File: src/rtl/prox_pkg.sv
// Shared definitions for the proximity sensor debounce/event stage.
//   prox_state_t           : debounce FSM state encoding
//   PROX_CNT_W             : width of the consecutive-sample run counter
//   PROX_DEBOUNCE_DEFAULT  : default run length needed to change state
package prox_pkg;

  localparam int unsigned PROX_CNT_W            = 8;
  localparam int unsigned PROX_DEBOUNCE_DEFAULT = 4;

  typedef enum logic [1:0] {
    ABSENT,
    ARMING,
    PRESENT,
    RELEASING
  } prox_state_t;

endpackage

File: src/rtl/proximity_filter_if.sv
// Signal bundle between the sensor sampler side and proximity_filter.
//   sensor_en     : enable driving the upstream sampler
//   sample_in     : registered sensor value, X/Z while disabled
//   count_clr     : synchronous clear of det_count
//   present       : filtered presence
//   detect_pulse  : one-cycle pulse on confirmed absent->present
//   release_pulse : one-cycle pulse on confirmed present->absent
//   det_count     : saturating detect event count
//   count_sat     : high while det_count is all ones
// master drives the inputs of the filter; slave is the filter itself.
interface proximity_filter_if #(
  parameter int unsigned COUNT_W = 8
) ();

  logic               sensor_en;
  logic               sample_in;
  logic               count_clr;
  logic               present;
  logic               detect_pulse;
  logic               release_pulse;
  logic [COUNT_W-1:0] det_count;
  logic               count_sat;

  modport master (
    output sensor_en,
    output sample_in,
    output count_clr,
    input  present,
    input  detect_pulse,
    input  release_pulse,
    input  det_count,
    input  count_sat
  );

  modport slave (
    input  sensor_en,
    input  sample_in,
    input  count_clr,
    output present,
    output detect_pulse,
    output release_pulse,
    output det_count,
    output count_sat
  );

endinterface

File: src/rtl/prox_event_counter.sv
// Saturating event counter.
//   clk, rst_n : clock, asynchronous active-low reset
//   inc        : count one event
//   clr        : synchronous clear; clr with inc in the same cycle loads 1
//   count      : registered count, holds at all ones
//   sat        : registered, high while count is all ones
module prox_event_counter #(
  parameter int unsigned COUNT_W = 8
) (
  input  logic               clk,
  input  logic               rst_n,
  input  logic               inc,
  input  logic               clr,
  output logic [COUNT_W-1:0] count,
  output logic               sat
);

  localparam logic [COUNT_W-1:0] CountMax = {COUNT_W{1'b1}};

  logic [COUNT_W-1:0] count_q, count_d;
  logic               sat_q;

  always_comb begin
    count_d = count_q;
    if (clr) begin
      count_d = inc ? COUNT_W'(1) : '0;
    end else if (inc && (count_q != CountMax)) begin
      count_d = count_q + COUNT_W'(1);
    end
  end

  always_ff @(posedge clk or negedge rst_n) begin
    if (!rst_n) begin
      count_q <= '0;
      sat_q   <= 1'b0;
    end else begin
      count_q <= count_d;
      // Derived from the next value so sat rises on the same edge as the max count.
      sat_q   <= (count_d == CountMax);
    end
  end

  assign count = count_q;
  assign sat   = sat_q;

endmodule

File: src/rtl/proximity_filter.sv
// Debounce and event stage downstream of the proximity sensor sampler.
// Confirms presence/absence after DEBOUNCE_CYCLES consecutive qualified samples and emits
// one-cycle detect/release pulses. Samples are qualified by the sampler enable delayed one
// cycle (en_q), so samples taken while the sensor is disabled are never decoded.
//   clk, rst_n : clock, asynchronous active-low reset
//   bus        : proximity_filter_if slave (sensor_en, sample_in, count_clr in;
//                present, detect_pulse, release_pulse, det_count, count_sat out)
// Build option PROX_FILTER_COUNT_EN: when defined the saturating detect counter is built;
// otherwise det_count and count_sat are tied to 0 and count_clr is ignored.
module proximity_filter
  import prox_pkg::*;
#(
  parameter int unsigned DEBOUNCE_CYCLES = PROX_DEBOUNCE_DEFAULT,
  parameter int unsigned COUNT_W         = 8
) (
  input logic               clk,
  input logic               rst_n,
  proximity_filter_if.slave bus
);

  localparam logic [PROX_CNT_W-1:0] DebTarget = PROX_CNT_W'(DEBOUNCE_CYCLES);

  prox_state_t           state_q, state_d;
  logic [PROX_CNT_W-1:0] cnt_q, cnt_d, cnt_inc;
  logic                  en_q;
  logic                  present_q, detect_q, release_q;
  logic                  detect_d, release_d;

  assign cnt_inc = cnt_q + PROX_CNT_W'(1);

  // State and cnt only move on qualified samples; a disable gap freezes the run.
  always_comb begin
    state_d   = state_q;
    cnt_d     = cnt_q;
    detect_d  = 1'b0;
    release_d = 1'b0;
    if (en_q) begin
      unique case (state_q)
        ABSENT: begin
          if (bus.sample_in) begin
            state_d = ARMING;
            cnt_d   = PROX_CNT_W'(1);
          end
        end
        ARMING: begin
          if (bus.sample_in) begin
            if (cnt_inc == DebTarget) begin
              state_d  = PRESENT;
              cnt_d    = '0;
              detect_d = 1'b1;
            end else begin
              cnt_d = cnt_inc;
            end
          end else begin
            state_d = ABSENT;
            cnt_d   = '0;
          end
        end
        PRESENT: begin
          if (!bus.sample_in) begin
            state_d = RELEASING;
            cnt_d   = PROX_CNT_W'(1);
          end
        end
        RELEASING: begin
          if (!bus.sample_in) begin
            if (cnt_inc == DebTarget) begin
              state_d   = ABSENT;
              cnt_d     = '0;
              release_d = 1'b1;
            end else begin
              cnt_d = cnt_inc;
            end
          end else begin
            state_d = PRESENT;
            cnt_d   = '0;
          end
        end
        default: begin
          state_d = ABSENT;
          cnt_d   = '0;
        end
      endcase
    end
  end

  always_ff @(posedge clk or negedge rst_n) begin
    if (!rst_n) begin
      state_q   <= ABSENT;
      cnt_q     <= '0;
      en_q      <= 1'b0;
      present_q <= 1'b0;
      detect_q  <= 1'b0;
      release_q <= 1'b0;
    end else begin
      state_q   <= state_d;
      cnt_q     <= cnt_d;
      en_q      <= bus.sensor_en;
      present_q <= (state_d == PRESENT) || (state_d == RELEASING);
      detect_q  <= detect_d;
      release_q <= release_d;
    end
  end

  assign bus.present       = present_q;
  assign bus.detect_pulse  = detect_q;
  assign bus.release_pulse = release_q;

  logic [COUNT_W-1:0] det_count;
  logic               count_sat;

`ifdef PROX_FILTER_COUNT_EN
  // Driven from detect_d so det_count updates on the same edge detect_pulse rises.
  prox_event_counter #(
    .COUNT_W(COUNT_W)
  ) u_event_counter (
    .clk  (clk),
    .rst_n(rst_n),
    .inc  (detect_d),
    .clr  (bus.count_clr),
    .count(det_count),
    .sat  (count_sat)
  );
`else
  logic unused_count_clr;
  assign unused_count_clr = bus.count_clr;
  assign det_count        = '0;
  assign count_sat        = 1'b0;
`endif

  assign bus.det_count = det_count;
  assign bus.count_sat = count_sat;

endmodule

File: src/flat_wrapper.sv
// flat-port wrapper written by rule: the top's interface ports become plain ports
module proximity_filter_flat import prox_pkg::*;
#(
  parameter int unsigned DEBOUNCE_CYCLES = PROX_DEBOUNCE_DEFAULT,
  parameter int unsigned COUNT_W         = 8
)
  (clk, rst_n, bus_sensor_en, bus_sample_in, bus_count_clr, bus_present, bus_detect_pulse, bus_release_pulse, bus_det_count, bus_count_sat);
  proximity_filter_if #(.COUNT_W(COUNT_W)) bus_i ();
  input logic clk;
  input logic rst_n;
  input wire logic [$bits(bus_i.sensor_en)-1:0] bus_sensor_en;
  input wire logic [$bits(bus_i.sample_in)-1:0] bus_sample_in;
  input wire logic [$bits(bus_i.count_clr)-1:0] bus_count_clr;
  output wire logic [$bits(bus_i.present)-1:0] bus_present;
  output wire logic [$bits(bus_i.detect_pulse)-1:0] bus_detect_pulse;
  output wire logic [$bits(bus_i.release_pulse)-1:0] bus_release_pulse;
  output wire logic [$bits(bus_i.det_count)-1:0] bus_det_count;
  output wire logic [$bits(bus_i.count_sat)-1:0] bus_count_sat;
  assign bus_i.sensor_en = bus_sensor_en;
  assign bus_i.sample_in = bus_sample_in;
  assign bus_i.count_clr = bus_count_clr;
  assign bus_present = bus_i.present;
  assign bus_detect_pulse = bus_i.detect_pulse;
  assign bus_release_pulse = bus_i.release_pulse;
  assign bus_det_count = bus_i.det_count;
  assign bus_count_sat = bus_i.count_sat;
  proximity_filter #(.DEBOUNCE_CYCLES(DEBOUNCE_CYCLES), .COUNT_W(COUNT_W)) u_core (.clk(clk), .rst_n(rst_n), .bus(bus_i));
endmodule
File: config.mk
export PLATFORM = sky130hd
export DESIGN_NAME = proximity_filter_flat
export DESIGN_NICKNAME = d
export VERILOG_FILES = /design/src/rtl/prox_pkg.sv /design/src/rtl/proximity_filter_if.sv /design/src/rtl/prox_event_counter.sv /design/src/rtl/proximity_filter.sv /design/src/flat_wrapper.sv
export SDC_FILE = /design/constraint.sdc
export NUM_CORES = 1
export LEC_CHECK = 0
export CAP_MARGIN = 20
export CORE_MARGIN = 5
export CORE_UTILIZATION = 46
export CTS_BUF_LIST = sky130_fd_sc_hd__clkbuf_4 sky130_fd_sc_hd__clkbuf_8
export DETAILED_ROUTE_END_ITERATION = 7
export HOLD_SLACK_MARGIN = 0.03
export PLACE_DENSITY = 0.76
export SYNTH_ARGS = -nofsm -noshare
export SYNTH_HDL_FRONTEND = slang
export SYNTH_SLANG_ARGS = --single-unit
File: constraint.sdc
create_clock -name clk -period 2.2 [get_ports clk]
set_clock_uncertainty 0.2 [all_clocks]
set_input_delay 0.44 -clock clk [delete_from_list [all_inputs] [get_ports clk]]
set_output_delay 0.44 -clock clk [all_outputs]
set_load 0.005 [all_outputs]
==> results of run 1 <==
[routing by layer]
metal / GRT usage [%] / vias up / part of all wire (%)
met1: 14.8 / 271 / 44
met4: 9.17 / 0 / 3.1
met3: 1.75 / 5 / 3.6
li1: - / 293 / -
met2: 21.4 / 11 / 49
met5: 0 / - / 0
[worst max-delay path by stage]
stage / from / to / slack, ns / depth (start not counted)
detailed placement: u_core.cnt_q[0] / u_core.bus.present / 0.004 / 6
CTS: u_core.cnt_q[0] / u_core.bus.present / 0.07 / 6
floorplan: u_core.cnt_q[0] / u_core.bus.present / 0.02 / 6
finish: u_core.cnt_q[0] / u_core.bus.present / 0.10 / 6
global route: u_core.cnt_q[0] / u_core.bus.release_pulse / -0.006 / 7
global placement: u_core.cnt_q[0] / u_core.bus.present / 0.03 / 6
[worst reg2reg max path, stage by stage (launching register included)]
cell	delay, ns
dfrtp_1	0.39
ha_2	0.23
nand2b_1	0.16
a211o_1	0.29
nor4_4	0.19
nand4_2	0.18
mux2_1	0.34
[through the flow]
step | TNS [ns] | worst slack, ns | instance area, um2 | std cells | hold slack [ns]
floorplan | 0 | 0.0204 | 823 | 86 | -0.0556
global placement | 0 | 0.0310 | 886 | 106 | 0.296
detailed placement | 0 | 0.00417 | 886 | 106 | 0.300
CTS | 0 | 0.0687 | 908 | 109 | 0.313
global route | -0.0160 | -0.00583 | 916 | 110 | 0.342
finish | 0 | 0.101 | 916 | 110 | 0.312
[cell type report]
type	count	area (um2)
timing repair buffer	14	120
sequential	14	350
inverter	3	11.3
tap	17	21.3
multi-input combinational	59	390
clock buffer	3	22.5
fill	145	773
[logic make-up after synthesis]
logic type                 count (synthesis)
and+or+nand+nor                           25
buffers and inverters                     13
DFF                                       14
AOI/OAI and AO/OA                         16
muxes                                      2
other                                      1
xor gates and xnor gates                   5
adders and majority gates                  2
[report_power, final]
| part | internal (mW) | switching (mW) | total (mW) |
|---|---|---|---|
| sequential | 0.297 | 0.0393 | 0.337 |
| clock | 0.0637 | 0.0809 | 0.145 |
| combinational | 0.117 | 0.118 | 0.235 |
[state kept, by name (all words and copies together) (netlist names)]
name	count
u_core.state_q	2
u_core.cnt_q	8
u_core.bus.detect_pulse	1
u_core.en_q	1
u_core.bus.release_pulse	1
u_core.bus.present	1
[layout by cell type (no fill, tap or decap), types with 2 or more instances in the layout]
cell and n:
buf_4 8, clkbuf_4 3, clkdlybuf4s50_1 6, conb_1 9
dfrtp_1 14, inv_1 3, mux2_1 2, nand2_1 6
nand3_1 4, nor2_1 5, nor3b_1 2, o21ai_0 3
o21ai_1 4, o41ai_1 2, xnor2_1 3, xor2_1 2
[timing repair]
| item | CTS | global route |
|---|---|---|
| pin swaps | 2 | 1 |
| endpoints found under the setup margin | 1 | 1 |
| buffers inserted | 0 | 1 |
==> summary by stage, run 1 <==
Status
The flow ran to the end, and the final reports show no timing, DRC or antenna violations.

Worst setup path
STA puts the critical path data arrival time at 2.06 ns. The delay of the slowest cell on the worst path is about 0.39 ns. The path depth of the worst reg2reg path is 6. STA classifies the critical path endpoint as a register.

Grouping stages by cell kind, the critical path spends the most delay in simple AND/OR/NAND/NOR gates. In this run the critical register-to-register path is captured at u_core.bus.present. The register-to-register path setup slack is 0.10 ns.

STA classifies the critical path startpoint as a register. On the critical path, the stage with the largest delay is an instance of dfrtp_1. The beginning of the worst register-to-register path is u_core.cnt_q[0]. The critical path goes through ha_2 > nand2b_1 > a211o_1 > nor4_4 > nand4_2 > mux2_1. The kind of critical path is register to register. Together, buffers and inverters on the worst path number 0. The highest net fanout along the worst path is 4. The required time of the critical path is ~2.2 ns.

Detailed routing
The detailed router placed just under 600 vias in this run. For this run, design rule violations remaining after detail routing come to 0. The average wire length per cell after detail routing is 12.8 um. The first-pass detailed-route iteration total is 4. After detailed routing, the number of vias per cell comes to between 5 and 6. The number of routed nets with antenna violations is 0. The detailed router's first-iteration violation count is 8. For this block, the routed nets add up to around 1400 um of wire.

STA
The slew at the pin closest to its max-slew limit is about 0.62 ns. Setup violations remaining at the end of the flow were counted as 0. The top achievable clock speed is ~0.48 GHz.

The number of pins with negative max-slew slack in the final report is 0. Setup repair after global routing could not meet its margin everywhere. Measured against its own limit, the worst slew margin works out to between 50% and 60%.

The final count of hold timing violations is 0. The part of the cycle the worst path needs is between 90% and 100%. For the finished layout, the period the worst path requires is roughly 2.1 ns.

Clock tree
The tree is rooted in a clkbuf_4. The clock latency on the worst-skew pair is approximately 0.28 ns. After clock tree synthesis, the repair step resized 0 gates.

The clock tree from TritonCTS is done. CTS built an H-tree with a depth of 1. The clock net sink count is 14. After clock tree synthesis, the clock-pin slew on the worst setup and hold paths is around 0.070 ns. Clock tree synthesis inserted a total of 3 buffers. After clock tree synthesis, the flow added hold-fix buffers numbering 0.

The maximum count of clock buffers along a single path is 2.

Synth
The number of synthesized flops with an enable pin is 0. The fraction of synthesized area in multiplexers is between 2 and 3%. The cell count after synthesis came out at 78.

The compound-gate portion of the synthesized area is a little over an eighth. The cell with the most instances after synthesis is dfrtp_1. Synthesis instantiated 31 different standard cells from the library. The most used flip-flop cell after synthesis is dfrtp_1. After synthesis, flip-flops and latches occupy between 40% and 50% of the total area. The flip-flop and latch count after synthesis is 14. The cell accounting for the most synthesized area is dfrtp_1. The average instance in the mapped netlist occupies approximately 10 um2.

The top cell type's share of synthesized area is ~44%. By area, the combinational part of the netlist is dominated by simple AND/OR/NAND/NOR gates. The netlist area before placement is just under 800 um2. After Yosys synthesis, full adders, half adders and majority gates account for 3.16% of the synthesized area. The synthesized netlist devotes between 10% and 20% of its cell area to simple gates. The share of async-settable or async-resettable flops after synthesis is between 90% and 100%. After synthesis, the cell types taking the most area are dfrtp_1 44%, buf_4 8.5%, xnor2_1 3.3%.

The Yosys step of the flow raised 0 warnings. Of the total synthesized cell area, the portion taken by XOR and XNOR cells is around 5.5%. By count the netlist is led by 14 x dfrtp_1, 9 x buf_4, 6 x nand2_1, 5 x nor2_1.

Placement
The placer's final routability congestion estimate is around 0.76. During placement, the flow inserted port buffers numbering 6. The HPWL after detailed placement is approximately 1100 um.

Global routing
The number of global-route vias before repair is 574. In the global route stage, overall resource usage came out at 12.8%. The number of antenna violations at the first check in global routing is 0. The global route total overflow is 0. The wire length of the first global-routing pass is 2480 um. Entering global routing, the biggest net connects 15 pins.

Worst hold path
The sink of the worst hold path is u_core.bus.detect_pulse. The min-delay analysis places its worst path in the category register to register. The worst hold path startpoint is u_core.state_q[1]. The worst hold path stage count is 1.

Floorplan
Row generation in the floorplan step produced 15 rows. The die covers 0.00265 mm2. Pin placement for this block handled 17 I/O pins.

For this configuration, the core starts out at a cell density of a little under half. The width of the die is roughly 50 um. The vertical extent of the die is between 50 and 60 um.

The core area is around 0.0017 mm2.

Final layout
Compared with the post-synthesis result, the final layout area differs by 15.8%. The post-route netlist has ~16% of its cells at a drive strength greater than 1. The number of antenna diodes is 0. The post-layout utilization of the core is 54.2%. At the end of the flow, the number of nets in the layout was just over 100.

Power
Dividing total power by cell area gives a power density of about 780 mW/mm2. The worst IR drop on VDD is about 460 uV. For this design the static power due to leakage is 0.397 nW. The overall power after layout is slightly above 0.7 mW.

Run
Max-cap violations in this run came to 0.
Note: power is estimated with default switching activity, not from simulation.
==> run 2: changes to the inputs <==
--- a/config.mk
+++ b/config.mk
@@ -12,6 +12,7 @@
 export DETAILED_ROUTE_END_ITERATION = 7
 export HOLD_SLACK_MARGIN = 0.03
 export PLACE_DENSITY = 0.76
+export SKIP_CTS_REPAIR_TIMING = 1
 export SYNTH_ARGS = -nofsm -noshare
 export SYNTH_HDL_FRONTEND = slang
 export SYNTH_SLANG_ARGS = --single-unit
==> summary by stage, run 2 (same netlist as run 1, synthesis figures left out) <==
Status
The flow ran to the end, and the final reports show no timing, DRC or antenna violations.

Floorplan
The row count is 15 (unchanged). The width of the die is 51.5 um (unchanged). The starting utilization of the core area was 46.8% (unchanged).

The I/O pin count is 17 (unchanged). The full die area came to 0.00265 mm2 (unchanged). The vertical extent of the die is 51.5 um (unchanged). The core area is 0.00169 mm2 (unchanged).

Final layout
The final layout net count is 102 (unchanged). The growth of design area from synthesis to finish is 15.8% (unchanged). The largest registers in the layout are u_core.cnt_q (8), u_core.state_q (2). The largest register by flop count is u_core.cnt_q. The top cell types in the final layout, fill and taps aside, are 14 x dfrtp_1, 9 x conb_1, 8 x buf_4. The number of antenna diodes is 0 (unchanged). The filler cell count is 145 (unchanged). The most common cell after layout, fill and taps aside is dfrtp_1. The post-layout utilization of the core was 54.2% (unchanged).

The flip-flop count of the largest register, all copies and words added is 8 (unchanged). The fraction of layout cells with a size suffix above 1 is 16.1% (unchanged).

Global routing
The number of global-route vias before repair is 574 (unchanged). The wire length of the first global-routing pass is 2480 um (unchanged). The global route total overflow came to 0 (unchanged). The maximum number of pins on one net before global-route repair came to 15 (unchanged). The global-route usage over all layers is 12.8% (unchanged).

The number of antenna violations at the first check in global routing came to 0 (unchanged).

Placement
The count of buffers from port buffering is 6 (unchanged). The placer's final routability congestion estimate is 0.761 (unchanged). The placed wire-length estimate after detailed placement is 1060 um (unchanged).

Worst hold path
The worst hold path begins at u_core.state_q[1]. The min-delay analysis places its worst path in the category register to register. The worst hold path stage count came to 1 (unchanged). For hold timing, the worst endpoint is u_core.bus.detect_pulse.

Detailed routing
The first-pass detailed-route iteration total is 4 (unchanged). The detailed router's first-iteration violation count is 4 (-4). The residual DRC count is 0 (unchanged). The average wire length per cell after detail routing is 12.9 um (+0.64%).

The number of vias per cell after detailed routing came to 5.31 (+0.69%). The total wirelength of the detailed-routed design is 1420 um (+0.64%). The via count of the routed design is 584 (+0.69%).

The number of routed nets with antenna violations is 0 (unchanged).

Clock tree
The register clock-pin slew on the reported worst setup and hold paths was 0.07 ns (about the same). The clock net sink count came to 14 (unchanged). The root buffer cell chosen for the clock tree is clkbuf_4. The number of buffers created by CTS came to 3 (unchanged). The number of H-tree levels is 1 (unchanged). TritonCTS built the clock tree. The clock latency on the worst-skew pair is 0.28 ns (about the same).

The maximum count of clock buffers along a single path is 2 (unchanged).

STA
The final count of hold timing violations is 0 (unchanged). The total negative setup slack was 0 ns (unchanged). The clock period minus worst slack is 2.10 ns (-0.00327 ns).

The setup violation total in the final timing report was 0 (unchanged). The part of the cycle the worst path needs came to 95.2% (-0.15 points). The top achievable clock speed is 0.477 GHz (+0.16%). The headroom to the max-slew limit is 59.0% (+0.17 points). The number of pins with negative max-slew slack in the final report is 0 (unchanged). The slew at the pin closest to its max-slew limit came to 0.614 ns (-0.00261 ns). Setup repair after global routing left no endpoint under its margin.

Run
The max-capacitance violation count came to 0 (unchanged).

Worst setup path
The highest net fanout along the worst path came to 4 (unchanged). The terminus of the critical flop-to-flop path is u_core.bus.present. The kind of critical path is register to register. The worst path arrival time is 2.06 ns (about the same).

The critical path capture point type is a register. The critical path goes through ha_2 > nand2b_1 > a211o_1 > nor4_4 > nand4_2 > mux2_1. STA classifies the critical path startpoint as a register. The beginning of the worst register-to-register path is u_core.cnt_q[0].

The register-to-register path setup slack is 0.10 ns (about the same). The path depth of the worst reg2reg path is 6 (unchanged). On the critical path, the stage with the largest delay is an instance of dfrtp_1. The required time of the critical path is 2.16 ns (about the same). The delay of the slowest cell on the worst path was 0.39 ns (about the same).

Power
The overall power after layout came to 0.714 mW (-0.23%). The static power due to leakage is 0.397 nW (about the same). The worst IR drop on VDD was 458 uV (-0.57%). The total power density per cell area came to 780 mW/mm2 (-0.23%).
## run 2: cell counts in the layout (fill, tap and decap cells not counted)
Identical to the previous run, type by type.
## run 2: final cells by class
| type | count | area (um2) | share of cell area, % |
|---|---|---|---|
| multi-input combinational | 59 | 390 | 42.6 |
| sequential | 14 | 350 | 38.3 |
| timing repair buffer | 14 | 120 | 13.1 |
| clock buffer | 3 | 22.5 | 2.46 |
| tap | 17 | 21.3 | 2.32 |
| inverter | 3 | 11.3 | 1.23 |
## run 2: power by group
group          internal (mW)  switching, mW  leakage [nW]  total (mW)
clock network         0.0637         0.0803        0.0138       0.144
logic                  0.116          0.117         0.200       0.234
registers              0.297         0.0394         0.183       0.337
## run 2: critical path, delay by kind of cell, from the launching register on
kind	cells	cell delay, ns
flip-flops	1	0.39
multiplexers	1	0.35
AND/OR/NAND/NOR	3	0.52
adder cells (fa/ha/maj)	1	0.23
AO/OA/AOI/OAI	1	0.29
## run 2: stage by stage
stage / hold WS, ns / std cells / worst slack (ns) / cell area [um2]
global route: 0.342 / 110 / 0.0114 / 916
detailed placement: 0.300 / 106 / 0.00417 / 886
global placement: 0.296 / 106 / 0.0310 / 886
floorplan: -0.0556 / 86 / 0.0204 / 823
finish: 0.311 / 110 / 0.105 / 916
CTS: 0.313 / 109 / -0.0154 / 908
## run 2: worst max path at each step
stage	slack [ns]	depth (start not counted)	end	start
floorplan	0.02	6	u_core.bus.present	u_core.cnt_q[0]
global placement	0.03	6	u_core.bus.present	u_core.cnt_q[0]
detailed placement	0.004	6	u_core.bus.present	u_core.cnt_q[0]
CTS	-0.02	6	u_core.bus.present	u_core.cnt_q[0]
global route	0.01	7	u_core.bus.release_pulse	u_core.cnt_q[0]
finish	0.10	6	u_core.bus.present	u_core.cnt_q[0]
## run 2: metal layers
layer  up-vias  track usage [%]  wire (um)
met3         5             1.75         51
met1       276             14.8        628
met5         -                0          0
li1        292                -          -
met2        11             21.4        695
met4         0             9.17         44
